**src/rtl/req_queue_aged_if.sv**
```systemverilog
// Request queue handshake bundle: producer side (in_*) and consumer side (out_*).
interface req_queue_aged_if #(
    parameter int unsigned OP_W   = 2,
    parameter int unsigned ADDR_W = 33,
    parameter int unsigned AGE_W  = 8
);
    logic              in_valid;
    logic              in_ready;
    logic [OP_W-1:0]   in_opcode;
    logic [ADDR_W-1:0] in_address;

    logic              out_valid;
    logic              out_ready;
    logic [OP_W-1:0]   out_opcode;
    logic [ADDR_W-1:0] out_address;
    logic [AGE_W-1:0]  out_age;

    // Environment view: offers operations, accepts the head.
    modport master (
        output in_valid, in_opcode, in_address, out_ready,
        input  in_ready, out_valid, out_opcode, out_address, out_age
    );

    // Queue view.
    modport slave (
        input  in_valid, in_opcode, in_address, out_ready,
        output in_ready, out_valid, out_opcode, out_address, out_age
    );
endinterface

```
**src/rtl/req_queue_aged.sv**
```systemverilog
// In-order request queue that holds each entry for at least MIN_AGE cycles
// before offering it, with saturating per-entry age counters.
module req_queue_aged #(
    parameter int unsigned DEPTH   = 16,
    parameter int unsigned ADDR_W  = 33,
    parameter int unsigned OP_W    = 2,
    parameter int unsigned AGE_W   = 8,
    parameter int unsigned MIN_AGE = 100,
    parameter int unsigned PTR_W   = $clog2(DEPTH) + 1
) (
    input  logic              CPU_clk,
    input  logic              rst_n,
    input  logic              flush,
    req_queue_aged_if.slave   q,
    output logic [PTR_W-1:0]  count,
    output logic              full,
    output logic              empty
);

    localparam int unsigned      IDX_W     = PTR_W - 1;
    localparam logic [AGE_W-1:0] AGE_MAX   = {AGE_W{1'b1}};
    localparam logic [AGE_W-1:0] MIN_AGE_V = AGE_W'(MIN_AGE);

    typedef struct packed {
        logic [OP_W-1:0]   opcode;
        logic [ADDR_W-1:0] address;
    } entry_t;

    // Parameter sanity: derived pointer width, power-of-two depth, threshold range.
    if (PTR_W != $clog2(DEPTH) + 1) begin : g_bad_ptr_w
        $fatal(1, "req_queue_aged: PTR_W must equal $clog2(DEPTH)+1");
    end
    if (DEPTH < 2 || (DEPTH & (DEPTH - 1)) != 0) begin : g_bad_depth
        $fatal(1, "req_queue_aged: DEPTH must be a power of two >= 2");
    end
    if ((MIN_AGE >> AGE_W) != 0) begin : g_bad_min_age
        $fatal(1, "req_queue_aged: MIN_AGE exceeds the age counter range");
    end

    entry_t           data_q  [DEPTH];
    logic [AGE_W-1:0] age_q   [DEPTH];
    logic             valid_q [DEPTH];

    logic [PTR_W-1:0] wr_p;
    logic [PTR_W-1:0] rd_p;
    logic [IDX_W-1:0] wr_idx;
    logic [IDX_W-1:0] rd_idx;
    logic [AGE_W-1:0] head_age;
    logic             head_aged;
    logic             head_ok;
    logic             push;
    logic             pop;

    assign wr_idx   = wr_p[IDX_W-1:0];
    assign rd_idx   = rd_p[IDX_W-1:0];
    assign head_age = age_q[rd_idx];

    // A zero threshold makes every present head eligible.
    if (MIN_AGE == 0) begin : g_no_min_age
        assign head_aged = 1'b1;
    end else begin : g_min_age
        assign head_aged = (head_age >= MIN_AGE_V);
    end

    assign empty   = (wr_p == rd_p);
    assign full    = (wr_idx == rd_idx) && (wr_p[PTR_W-1] != rd_p[PTR_W-1]);
    assign count   = wr_p - rd_p;
    assign head_ok = !empty && head_aged;
    assign push    = q.in_valid && !full;
    assign pop     = head_ok && q.out_ready;

    // Head presentation; everything reads zero when the queue is empty.
    always_comb begin
        q.in_ready    = !full;
        q.out_valid   = head_ok;
        q.out_opcode  = '0;
        q.out_address = '0;
        q.out_age     = '0;
        if (!empty) begin
            q.out_opcode  = data_q[rd_idx].opcode;
            q.out_address = data_q[rd_idx].address;
            q.out_age     = head_age;
        end
    end

    // Read/write pointers; flush returns both to the origin.
    always_ff @(posedge CPU_clk or negedge rst_n) begin
        if (!rst_n) begin
            wr_p <= '0;
            rd_p <= '0;
        end else if (flush) begin
            wr_p <= '0;
            rd_p <= '0;
        end else begin
            if (push) begin
                wr_p <= wr_p + PTR_W'(1);
            end
            if (pop) begin
                rd_p <= rd_p + PTR_W'(1);
            end
        end
    end

    // Entry storage: write on push, retire on pop, otherwise age valid entries.
    // Push and pop never target the same slot: that would need full and non-full at once.
    always_ff @(posedge CPU_clk or negedge rst_n) begin
        if (!rst_n) begin
            for (int i = 0; i < int'(DEPTH); i++) begin
                data_q[i]  <= '0;
                age_q[i]   <= '0;
                valid_q[i] <= 1'b0;
            end
        end else if (flush) begin
            for (int i = 0; i < int'(DEPTH); i++) begin
                age_q[i]   <= '0;
                valid_q[i] <= 1'b0;
            end
        end else begin
            for (int i = 0; i < int'(DEPTH); i++) begin
                if (push && (wr_idx == IDX_W'(i))) begin
                    data_q[i].opcode  <= q.in_opcode;
                    data_q[i].address <= q.in_address;
                    age_q[i]          <= '0;
                    valid_q[i]        <= 1'b1;
                end else if (pop && (rd_idx == IDX_W'(i))) begin
                    age_q[i]   <= '0;
                    valid_q[i] <= 1'b0;
                end else if (valid_q[i] && (age_q[i] != AGE_MAX)) begin
                    age_q[i] <= age_q[i] + AGE_W'(1);
                end
            end
        end
    end

endmodule

```
**src/flat_wrapper.sv**
```systemverilog
// flat-port wrapper written by rule: the top's interface ports become plain ports
module req_queue_aged_flat 
#(
    parameter int unsigned DEPTH   = 16,
    parameter int unsigned ADDR_W  = 33,
    parameter int unsigned OP_W    = 2,
    parameter int unsigned AGE_W   = 8,
    parameter int unsigned MIN_AGE = 100,
    parameter int unsigned PTR_W   = $clog2(DEPTH) + 1
)
  (CPU_clk, rst_n, flush, count, full, empty, q_in_valid, q_in_opcode, q_in_address, q_out_ready, q_in_ready, q_out_valid, q_out_opcode, q_out_address, q_out_age);
  req_queue_aged_if #(.OP_W(OP_W), .ADDR_W(ADDR_W), .AGE_W(AGE_W)) q_i ();
  input  logic CPU_clk;
  input  logic rst_n;
  input  logic flush;
  output logic [PTR_W-1:0] count;
  output logic full;
  output logic empty;
  input wire logic [$bits(q_i.in_valid)-1:0] q_in_valid;
  input wire logic [$bits(q_i.in_opcode)-1:0] q_in_opcode;
  input wire logic [$bits(q_i.in_address)-1:0] q_in_address;
  input wire logic [$bits(q_i.out_ready)-1:0] q_out_ready;
  output wire logic [$bits(q_i.in_ready)-1:0] q_in_ready;
  output wire logic [$bits(q_i.out_valid)-1:0] q_out_valid;
  output wire logic [$bits(q_i.out_opcode)-1:0] q_out_opcode;
  output wire logic [$bits(q_i.out_address)-1:0] q_out_address;
  output wire logic [$bits(q_i.out_age)-1:0] q_out_age;
  assign q_i.in_valid = q_in_valid;
  assign q_i.in_opcode = q_in_opcode;
  assign q_i.in_address = q_in_address;
  assign q_i.out_ready = q_out_ready;
  assign q_in_ready = q_i.in_ready;
  assign q_out_valid = q_i.out_valid;
  assign q_out_opcode = q_i.out_opcode;
  assign q_out_address = q_i.out_address;
  assign q_out_age = q_i.out_age;
  req_queue_aged #(.DEPTH(DEPTH), .ADDR_W(ADDR_W), .OP_W(OP_W), .AGE_W(AGE_W), .MIN_AGE(MIN_AGE), .PTR_W(PTR_W)) u_core (.CPU_clk(CPU_clk), .rst_n(rst_n), .flush(flush), .q(q_i), .count(count), .full(full), .empty(empty));
endmodule
```
**config.mk**
```make
export PLATFORM = sky130hd
export DESIGN_NAME = req_queue_aged_flat
export DESIGN_NICKNAME = d
export VERILOG_FILES = /design/src/rtl/req_queue_aged_if.sv /design/src/rtl/req_queue_aged.sv /design/src/flat_wrapper.sv
export SDC_FILE = /design/constraint.sdc
export NUM_CORES = 1
export LEC_CHECK = 0
export ABC_AREA = 0
export CORE_ASPECT_RATIO = 0.9
export CORE_MARGIN = 2
export CORE_UTILIZATION = 25
export CTS_BUF_LIST = sky130_fd_sc_hd__clkbuf_8
export DETAILED_ROUTE_END_ITERATION = 12
export PLACE_DENSITY = 0.5
export SLEW_MARGIN = 5
export SYNTH_ARGS = -nofsm -noshare
export SYNTH_HDL_FRONTEND = slang
export SYNTH_SLANG_ARGS = --single-unit
```
**constraint.sdc**
```tcl
create_clock -name CPU_clk -period 3.8 [get_ports CPU_clk]
set_clock_uncertainty 0.05 [all_clocks]
set_input_delay 0.95 -clock CPU_clk [delete_from_list [all_inputs] [get_ports CPU_clk]]
set_output_delay 0.95 -clock CPU_clk [all_outputs]
set_load 0.02 [all_outputs]
```
Yosys cells after proc, flatten, opt, wreduce, memory -nomap -nowiden
Index checks and enable logic that the tools add are counted. Widths: inputs -> output; s select.

$add $sub $neg: 19. Magnitude comparators: 2. Equal/unequal tests: 49. Multiplexer cells: 95. Bitwise gates (word level): 2. Reduce and logical (&&, ||, !) cells: 106.

Operators with widths (number): $mux 8 (51); $bmux 35 s4 (1); $add 8x1->8 const B (16); $mux 128 (1); $ne 8x8->1 const B (16); $mux 35 (2); $eq 4x4->1 const B (16); $reduce_bool 4->1 (16); $logic_and 1x1->1 (52); $reduce_bool 3->1 (16); $mux 33 (1); $bmux 8 s4 (1); $eq 4x3->1 const B (8); $mux 1 (32); $reduce_and 2->1 (16); $mux 5 (4); $eq 4x2->1 const B (4); $mux 16 (1); $add 5x1->5 const B (2); $eq 4x1->1 const B (2); $ge 8x7->1 const B (1); $logic_not 4->1 (2); $eq 5x5->1 (1); $ge 5x5->1 const B (1); 8 further kinds (10).

Register bits after elaboration: 714. Input bits: 40. Output and inout bits: 52. Word-level logic and storage cells: 339.

Longest topological paths before layout
Gate-level depths: netlist of the first run.

Depth after elaboration: 11. Depth in mapped cells: 12. Gate-level depth less buffers: 8.

Least setup slack after synthesis of the first run
Ideal clock, no wire load.

Kind: register to output. Start: register u_core.rd_p[3]. End: output q_out_valid. Arrival time: 3040 ps. Data required time: 2800 ps. Path slack: -240 ps. Cell stages (with the launch flop): 12. Buffers on the path: 4. Cell sequence: dfrtp_1 -> buf_4 -> clkinv_1 -> buf_1 -> ha_1 -> nand4_1 -> nor2_1 -> nor4_1 -> a31oi_2 -> buf_4 -> buf_4 -> nand2_1.

Word-level cells in the longest chain between the ends: 6. Elaborated cells between the ends (all ways): 8. Classes of those cells: order compare: 1; eq/ne: 1; mux: 3; bitwise: 1; reduce/logical: 2.

Ends and longest elaborated chain: from (decl) (line req_queue_aged.sv:45) `logic [PTR_W-1:0] rd_p;`; from (signal assigned) (line req_queue_aged.sv:99) `rd_p <= rd_p + PTR_W'(1);`; $not 4->5 (not written as such) (line req_queue_aged.sv:56) `assign head_age = age_q[rd_idx];`; $bmux 8 s4 (line req_queue_aged.sv:56); $mux 8 (not written as such) (2 in series) (line req_queue_aged.sv:56); $ge 8x7->1 (line req_queue_aged.sv:62) `assign head_aged = (head_age >= MIN_AGE_V);`; $logic_and 1x1->1 * (line req_queue_aged.sv:68) `assign head_ok = !empty && head_aged;`; to (decl) (line flat_wrapper.sv:24) `output wire logic [$bits(q_i.out_valid)-1:0] q_out_valid;`.

Every way passes the cells marked *; elsewhere a longest branch is shown, timed or not. The select of a mux whose other input is x is not followed.

Final worst setup path of the first run
Start: register u_core.rd_p[0]. End: output q_out_address[9].

Word-level cells in the longest chain between the ends: 5. Elaborated cells between the ends (all ways): 6. Classes of those cells: eq/ne: 1; mux: 4; bitwise: 1.

Ends and longest elaborated chain: $not 4->5 (not written as such) (line req_queue_aged.sv:81) `q.out_address = data_q[rd_idx].address;`; $bmux 35 s4 (line req_queue_aged.sv:81); $mux 35 (2 in series); $mux 33 * (line req_queue_aged.sv:79) `if (!empty) begin`; to (decl) (line flat_wrapper.sv:26) `output wire logic [$bits(q_i.out_address)-1:0] q_out_address;`.

Marked as above.

==> flow_summary.toml, run 1 <==
[timing]
setup_slack_ns = -0.368
final.setup.tns_ns = -11.13
drv_slew = 0
timing.slew.headroom_pct = 28.3
fmax_ghz = 0.240
rsz0062_at_grt = "true"
tightest_slew_ns = 1.07
post-route-period-util_pct = 110
fin_crit_ns = 4.17
hold_violations = 0
setup_viol = 40

[routing]
drc = 0
ant_nets = 0
routed.top_layer = "met5"
viasPerCell = 4.65
avgRoutedWirePerCell_um = 21.4
via_count = 21600
met2_length_mm = 44.9
wl_met3_mm = 5.02
first_pass_iters = 5
route.layer.met1.wl_mm = 47.2
wl_mm = 99.6
drtIter0Drc = 1409

[worst_setup_path]
critPathBufInv = 5
r2r_cells = 10
crit_top_cell = "buf_12"
cpMaxStageDelayCell = "dfrtp_4"
r2r_end = "u_core.data_q[169]$_DFFE_PN0P_"
crit_path_max_incr_delay_ns = 0.55
critical_path_class = "reg2out"
r2r-start = "u_core.rd_p[0]$_DFFE_PN0P_"
cp_top_family = "multiplexers"
crit_path_start_kind = "flop"
cp-end-kind = "primary output"
regToRegSetupSlack_ns = 0.41
arrival_ns = 3.17
path_max_fanout = 8
critical_path.startpoint = "u_core.rd_p[0]$_DFFE_PN0P_"
worstPathRequired_ns = 2.80
critical_path.cell_chain = "buf_12 > buf_12 > buf_12 > buf_12 > mux4_2 > mux4_2 > nor2b_4 > buf_6"

[placed_design]
io_buffer_count = 91
dp_slack_ns = -0.0297
dp_cells = 4381
gp_congestion = 0.824
place_hpwl_mm = 60.9

[yosys]
synth-edff-count = 0
synth_cell_types = 53
synth-seq-area-share_pct = 51.5
netlist_area_um2 = 34700
synth_top_area_share_pct = 51.5
ys.flop_type = "dfrtp_1"
ys_seq_elements = 714
syn_nets = 2557
synth.largest_area_cell = "dfrtp_1"
netlist_instances = 2488
yosysWarnings = 0
avgSynthCellArea_um2 = 14.0
async_flop_share_pct = 100
synthTopCellsByArea = "dfrtp_1 51%, mux2_2 18%, mux4_2 13%, nand2_1 2.2%, nor2_1 1.8%"

[worst_hold_path]
holdPathEnd = "u_core.data_q[334]$_DFFE_PN0P_"
whs_path_depth = 1
hold_path.class = "reg2reg"
min_from = "u_core.data_q[334]$_DFFE_PN0P_"

[run_status]
violations = "negative setup slack"
status = "finished with violations"

[die]
die_y_um = 358
num_rows = 129
initial_core_util_pct = 25.2
die_x_um = 397
coreArea_um2 = 138000
dieArea_um2 = 142000
io_pins = 92

[cells_and_area]
final_core_util_pct = 31.2
nets = 2809
drive_above_1_share_pct = 45.6
final_cells = 4658
syn_to_final_growth_pct = 23.7
fillerInstances = 13700

[run]
max_cap_violations = 0

[clock_network]
numCtsBuffers = 133
clock_sinks = 714
clkSlewWorstSetupHoldPaths_ns = 0.06
root_buffer = "clkbuf_8"
cts_tree = "yes"
cts.path.max_buffers = 3
cts_max_level = 4
clkLatencyLatePin_ns = 0.81

[power]
total_power_uw = 17300
p_leak_uw = 0.0197
vdd_drop_max_uv = 299
power.density_nw_per_um2 = 403

[global_route]
grt_pass1_wl_mm = 151
antenna_found_initial = 9
gr-total-overflow = 0
grt_start_max_net_pins = 98
grt_pass1_vias = 22500
grt_usage_pct = 14.1
==> layout make-up <==
| type | count | area [um^2] | share of cell area (%) |
|---|---|---|---|
| Antenna cell | 1 | 2.50 | 0.00583 |
| Clock buffer | 159 | 2190 | 5.09 |
| Clock inverter | 59 | 309 | 0.720 |
| Inverter | 19 | 73.8 | 0.172 |
| Multi-Input combinational cell | 1599 | 16600 | 38.7 |
| Sequential cell | 714 | 17900 | 41.6 |
| Tap cell | 1834 | 2290 | 5.34 |
| Timing Repair Buffer | 273 | 3580 | 8.33 |
==> routing by layer <==
metal / GRT usage (%) / up-vias
met5: 0 / -
met4: 4.62 / 14
met3: 3.21 / 172
met2: 21.5 / 448
met1: 19.9 / 11400
li1: - / 9572
==> layout by cell type (no fill, tap or decap), drive strengths merged, types with 3 or more instances in the layout <==
| cell type | count |
|---|---|
| dfrtp | 714 |
| mux2 | 565 |
| buf | 225 |
| mux4 | 209 |
| nand2 | 205 |
| nor2 | 163 |
| clkbuf | 161 |
| inv | 69 |
| xnor2 | 61 |
| xor2 | 57 |
| nor2b | 44 |
| nand3 | 40 |
| clkdlybuf4s50 | 39 |
| a21oi | 34 |
| ha | 28 |
| nand4 | 27 |
| o21ai | 24 |
| mux2i | 18 |
| nor3b | 18 |
| nor3 | 16 |
| and3 | 14 |
| o211ai | 9 |
| o21a | 9 |
| a22oi | 8 |
| clkinv | 8 |
| nor4 | 7 |
| or3 | 6 |
| a31oi | 6 |
| and2 | 5 |
| o31ai | 5 |
| a2111oi | 4 |
| clkdlybuf4s15 | 4 |
| nand2b | 3 |
| a21boi | 3 |
==> state kept, by name, summed over array words and instances (netlist names) <==
register,flops
u_core.valid_q,16
u_core.age_q,128
u_core.wr_p,5
u_core.data_q,560
u_core.rd_p,5
==> worst max-delay path by stage <==
stage	endpoint	slack, ns	cells after the start
final	q_out_address[9]	-0.37	8
after global routing	q_out_valid	-0.49	11
after CTS	q_out_address[10]	-0.50	8
after detailed placement	q_out_valid	-0.03	7
after global placement	q_out_address[14]	-0.02	6
after floorplan	q_out_valid	0.0009	11
==> metrics by stage <==
stage	area (um^2)	hold slack, ns
after floorplan	34700	0.424
after global placement	39000	0.432
after detailed placement	39000	0.437
after CTS	42600	0.449
after global routing	43000	0.455
final	43000	0.446
==> timing repair <==
action,in CTS,in global routing
setup endpoints to repair,51,49
cloned,13,1
gates resized for setup,324,110
buffers inserted,43,15
hold buffers,1,0
endpoints found under the hold margin,10,0
pin swaps,14,11
==> power breakdown <==
part	internal (uW)	total, uW	leakage, uW	switching, uW
clock	3780	7110	0.00145	3330
combinational	1010	1850	0.00854	847
sequential	8100	8350	0.00975	245
total	12900	17300	0.0197	4420
==> cell usage after synthesis (2+ instances only) <==
cell type	n
a2111oi_4	4
a21boi_1	2
a21o_1	2
a21oi_1	22
a21oi_2	3
a21oi_4	9
a22oi_1	8
a31oi_1	5
and2_1	5
and3_1	14
and4_1	2
buf_1	14
buf_2	34
buf_4	5
buf_6	3
clkbuf_1	99
clkinv_1	2
dfrtp_1	714
ha_1	28
inv_1	17
mux2_2	564
mux2i_1	18
mux4_2	208
nand2_1	205
nand2b_1	3
nand3_1	40
nand4_1	27
nor2_1	163
nor2b_1	44
nor3_1	16
nor3b_1	9
nor3b_2	9
nor4_1	6
o211ai_1	9
o21a_1	9
o21ai_0	14
o21ai_1	10
o21bai_1	2
o31ai_1	5
or3_1	6
xnor2_1	61
xor2_1	57
==> cell families (layout without fill, tap and decap cells) <==
kind of cell               count (synthesis)  count (layout)  share of synthesized area (%)
AOI/OAI and AO/OA                        109             109                           2.59
xor gates and xnor gates                 118             118                           2.98
DFF                                      714             714                           51.5
adders and majority gates                 29              29                           1.07
and+or+nand+nor                          551             551                           7.32
other                                      0               1                              0
buffers and inverters                    175             510                           2.18
muxes                                    792             792                           32.4
No activity file was read; power rests on OpenSTA's default activity.
==> run 2, diff against run 1 <==
CORE_UTILIZATION = 50   (was 25)
PLACE_DENSITY = 0.79   (was 0.5)
==> run 2 against run 1 <==
  * The run still ends with negative setup slack left
  * Worst setup slack improved by 0.096 ns
  * Critical path depth unchanged
  * Maximum frequency increased by 2.3%
  * Largest cell class unchanged
  * Sequential cell count unchanged
  * Final area decreased by 4.1%
  * Highest routed layer unchanged
  * Critical endpoint is now q_out_address[31]
  * Hold slack got worse by 0.26 ns
==> flow_summary.toml, run 2 (same netlist as run 1, synthesis figures left out) <==
[routing]
drc = 0
viasPerCell = 6.07
via_count = 22600
wl_mm = 91.1
first_pass_iters = 5
avgRoutedWirePerCell_um = 24.5
drtIter0Drc = 2162
ant_nets = 0

[cells_and_area]
final_cells = 3719
nets = 2770
multi_input_area_um2 = 16500
top_register = "u_core.data_q"
layout_commonest_cell = "dfrtp_1"
reg.largest.list = "u_core.data_q x560, u_core.age_q x128, u_core.valid_q x16"
largest_reg_flops = 560
fillerInstances = 4930
drive_above_1_share_pct = 44.6
syn_to_final_growth_pct = 18.6
seqCellArea_um2 = 17900
final_cell_mix = "711 x dfrtp_1, 564 x mux2_2, 208 x mux4_2"
final_core_util_pct = 60.0

[worst_setup_path]
worstPathRequired_ns = 2.80
path_max_fanout = 9
arrival_ns = 3.07
critical_path_class = "reg2out"
critical_path.startpoint = "u_core.rd_p[0]$_DFFE_PN0P_"
crit_path_start_kind = "flop"
r2r-start = "u_core.rd_p[0]$_DFFE_PN0P_"
cp-end-kind = "primary output"

[timing]
setup_slack_ns = -0.272
fmax_ghz = 0.246
worst_hold_slack_ns = 0.185
drv_slew = 0
tightest_slew_ns = 1.03
rsz0062_at_grt = "true"
timing.slew.headroom_pct = 30.7
post-route-period-util_pct = 107
fin_crit_ns = 4.07
final.setup.tns_ns = -7.82
setup_viol = 39
hold_violations = 0

[power]
seq_power_share_pct = 49.4
vdd_drop_max_uv = 360
switching_share_pct = 25.0
power.density_nw_per_um2 = 412
clkPwrFrac_pct = 39.7
p_leak_uw = 0.0193
power_frac_comb_pct = 11.0
p_int_uw = 12700
p_switching_uw = 4250

[global_route]
antenna_found_initial = 4
grt_usage_pct = 25.8
grt_pass1_vias = 23500
gr-total-overflow = 0
grt_start_max_net_pins = 95
grt_pass1_wl_mm = 140

[clock_network]
clkLatencyLatePin_ns = 0.76
cts.path.max_buffers = 3
clkSlewWorstSetupHoldPaths_ns = 0.06
cts_max_level = 3
numCtsBuffers = 113
cts_tree = "yes"
ctsHoldBuffers = 0
root_buffer = "clkbuf_8"
clock_sinks = 714

[placed_design]
dp_cells = 3451
dp_slack_ns = 0.0775
gp_congestion = 0.937
io_buffer_count = 91
place_hpwl_mm = 52.8

[die]
num_rows = 91
die_x_um = 282
dieArea_um2 = 71600
coreArea_um2 = 68700
initial_core_util_pct = 50.6
io_pins = 92
die_y_um = 254

[run_status]
status = "finished with violations"
violations = "negative setup slack"

[run]
max_cap_violations = 0

[worst_hold_path]
hold_path.class = "in2async"
-- run 2: final timing paths --
path | to | slack [ns] | cells after the start
worst max-delay path | q_out_address[31] | -0.27 | 8
worst min-delay path | u_core.data_q[248]$_DFFE_PN0P_ | 0.19 | 1
worst max register to register | u_core.rd_p[4]$_DFFE_PN0P_ | 0.18 | 12
worst min register to register | u_core.data_q[288]$_DFFE_PN0P_ | 0.45 | 1
max in group asynchronous | u_core.data_q[32]$_DFFE_PN0P_ | 2.48 | 2
min in group CPU_clk | u_core.data_q[288]$_DFFE_PN0P_ | 0.45 | 1
-- run 2: timing repair --
item                       4_1_cts  5_1_grt
buffers inserted                25       26
setup endpoints to repair       50       45
resized for setup              317       50
pin swaps                        3        3
hold endpoints to repair         0        0
gates cloned                    17        5
-- run 2: final cells by class --
cell class	instances	area share, %
sequential	714	43.4
multi-input combinational	1599	40.0
timing repair buffer	254	7.86
clock buffer	147	4.91
tap	930	2.83
clock inverter	55	0.784
inverter	19	0.176
antenna	1	0.00608
-- run 2: metrics by stage --
step	total power [uW]	cell area (um^2)
2_1_floorplan	9410	34700
3_3_place_gp	10000	37300
3_5_place_dp	10100	37300
4_1_cts	16900	40800
5_1_grt	17600	41200
6_report	17000	41200
-- run 2: critical path, cell delays in order, from the launching register on --
cell and delay (ns):
dfrtp_4 0.54, buf_12 0.15, buf_16 0.16, buf_16 0.16, buf_12 0.13, mux4_2 0.43
mux4_2 0.47, nor2b_1 0.14, buf_2 0.16
-- run 2: power by group through the flow --
stage | logic (uW) | clock network [uW] | registers, uW
after floorplan | 1020 | 0 | 8380
after global placement | 1590 | 0 | 8440
after detailed placement | 1650 | 0 | 8480
after CTS | 1750 | 6780 | 8350
after global routing | 1990 | 7170 | 8410
final | 1860 | 6720 | 8370
-- run 2: per-layer routing --
metal / track usage [%] / share of wire, % / vias to the layer above / wire, um
met1: 35.1 / 41 / 11900 / 37000
met4: 9.24 / 2.9 / 2 / 2650
li1: - / - / 9535 / -
met5: 0 / 0.018 / - / 16
met3: 6.12 / 7.8 / 212 / 7110
met2: 40.7 / 49 / 921 / 44300
==> run 3, diff against run 2 <==
CELL_PAD_IN_SITES_DETAIL_PLACEMENT = 0   (was unset)
CELL_PAD_IN_SITES_GLOBAL_PLACEMENT = 2   (was unset)
CORE_UTILIZATION = 42   (was 50)
PLACE_DENSITY = 0.88   (was 0.79)
==> run 3 against run 2 <==
  * The run still ends with negative setup slack left
  * Combinational power about the same
  * Die area is 19% higher
  * Clock power grew 6.8%
  * Wire length grew 1.3%
==> flow_summary.toml, run 3 (same netlist as run 1, synthesis figures left out) <==
[die]
io_pins = 92
coreArea_um2 = 82300
initial_core_util_pct = 42.2
dieArea_um2 = 85000
num_rows = 100
die_x_um = 307
die_y_um = 277

[run_status]
status = "finished with violations"
violations = "negative setup slack"

[timing]
setup_slack_ns = -0.214
timing.slew.headroom_pct = 29.7
drv_slew = 0
worst_hold_slack_ns = 0.231
tightest_slew_ns = 1.05
rsz0062_at_grt = "true"
fin_crit_ns = 4.01
post-route-period-util_pct = 106
setup_viol = 38
hold_violations = 0
fmax_ghz = 0.249
final.setup.tns_ns = -4.81

[cells_and_area]
layout_commonest_cell = "dfrtp_1"
final_area_um2 = 41500
nets = 2780
reg.largest.list = "u_core.data_q x560, u_core.age_q x128, u_core.valid_q x16"
largest_reg_flops = 560
drive_above_1_share_pct = 45.1
final_core_util_pct = 50.4
top_register = "u_core.data_q"
final_cell_mix = "711 x dfrtp_1, 564 x mux2_2, 208 x mux4_2"
syn_to_final_growth_pct = 19.5

[global_route]
antenna_found_initial = 3
grt_start_max_net_pins = 87
grt_usage_pct = 21.7
grt_pass1_vias = 23100
gr-total-overflow = 0
grt_pass1_wl_mm = 142

[clock_network]
clkLatencyLatePin_ns = 0.75
cts_tree = "yes"
clock_sinks = 714
numCtsBuffers = 119
cts_max_level = 3
clkSlewWorstSetupHoldPaths_ns = 0.06
root_buffer = "clkbuf_8"
cts.path.max_buffers = 3

[worst_setup_path]
path_max_fanout = 7
crit_path_start_kind = "flop"
arrival_ns = 3.01
critical_path.cell_chain = "buf_12 > buf_12 > buf_16 > buf_4 > mux4_2 > mux4_2 > nor2b_4 > buf_6"
cp-end-kind = "primary output"
crit_path_max_incr_delay_ns = 0.51
cp_top_family = "multiplexers"
worstPathRequired_ns = 2.80
critical_path_class = "reg2out"
cpMaxStageDelayCell = "dfrtp_4"
critPathBufInv = 5

[power]
p_leak_uw = 0.0194
vdd_drop_max_uv = 383
power.density_nw_per_um2 = 419

[placed_design]
postPlaceCellArea_um2 = 37600
dp_slack_ns = -0.0136
gp_congestion = 0.862
place_hpwl_mm = 53.3
io_buffer_count = 91

[routing]
wl_mm = 92.3
via_count = 21900
met2_length_mm = 43.6
drtIter0Drc = 1668
viasPerCell = 5.64
drc = 0
first_pass_iters = 5
ant_nets = 0
wl_met3_mm = 5.77
routed.top_layer = "met5"
route.layer.met1.wl_mm = 40.9
avgRoutedWirePerCell_um = 23.8

[worst_hold_path]
hold_path.class = "in2async"

[run]
max_cap_violations = 0
[run 3: cell count changes in the layout (fill, tap and decap cells not counted), sizes merged]
| cell | change |
|---|---|
| bufbuf | -1 |
| inv | +7 |
| diode | +2 |
| clkbuf | +9 |
| clkdlybuf4s15 | -1 |
| bufinv | +2 |
| buf | +8 |
| clkinv | -1 |
[run 3: area by class of cell]
cell class | instances | area, um^2
inverters | 19 | 76.3
flip-flops and latches | 714 | 17900
repair buffers | 258 | 3070
well taps | 1071 | 1340
fillers | 6892 | 40800
multi-input cells | 1599 | 16500
clock buffers | 158 | 2170
diodes | 3 | 7.51
clock inverters | 63 | 419
[run 3: report_power, final]
group          total [uW]  leakage [uW]  internal [uW]  switching (uW)
Sequential           8360       0.00975           8100             258
Combinational        1840       0.00814           1010             827
Clock                7180       0.00151           4000            3190
[run 3: per-layer routing]
metal / track usage, % / vias to the layer above
li1: - / 9551
met1: 31.2 / 11600
met2: 33.6 / 625
met3: 4.38 / 154
met4: 6.45 / 2
met5: 0 / -
[run 3: worst paths after layout]
path                                                       end                          start  cells after the start  slack (ns)
worst max-delay path                         q_out_address[28]     u_core.rd_p[0]$_DFFE_PN0P_                      8       -0.21
worst min-delay path            u_core.data_q[490]$_DFFE_PN0P_                          rst_n                      1        0.23
worst max register to register  u_core.data_q[303]$_DFFE_PN0P_     u_core.rd_p[0]$_DFFE_PN0P_                     10        0.37
worst min register to register   u_core.data_q[29]$_DFFE_PN0P_  u_core.data_q[29]$_DFFE_PN0P_                      1        0.45
max in group asynchronous       u_core.data_q[258]$_DFFE_PN0P_                          rst_n                      2        2.49
min in group CPU_clk             u_core.data_q[29]$_DFFE_PN0P_  u_core.data_q[29]$_DFFE_PN0P_                      1        0.45
[run 3: what timing repair did]
item	in CTS	in global routing
gates resized for setup	307	74
hold buffers	0	0
buffers inserted	38	19
endpoints found under the setup margin	51	46
pin swaps	8	8
cloned	9	4
[run 3: metrics by stage]
step	power, uW	instances
4_1_cts	17500	3865
5_1_grt	18100	3884
3_5_place_dp	10200	3600
2_1_floorplan	9410	2488
3_3_place_gp	10100	3600
6_report	17400	3885
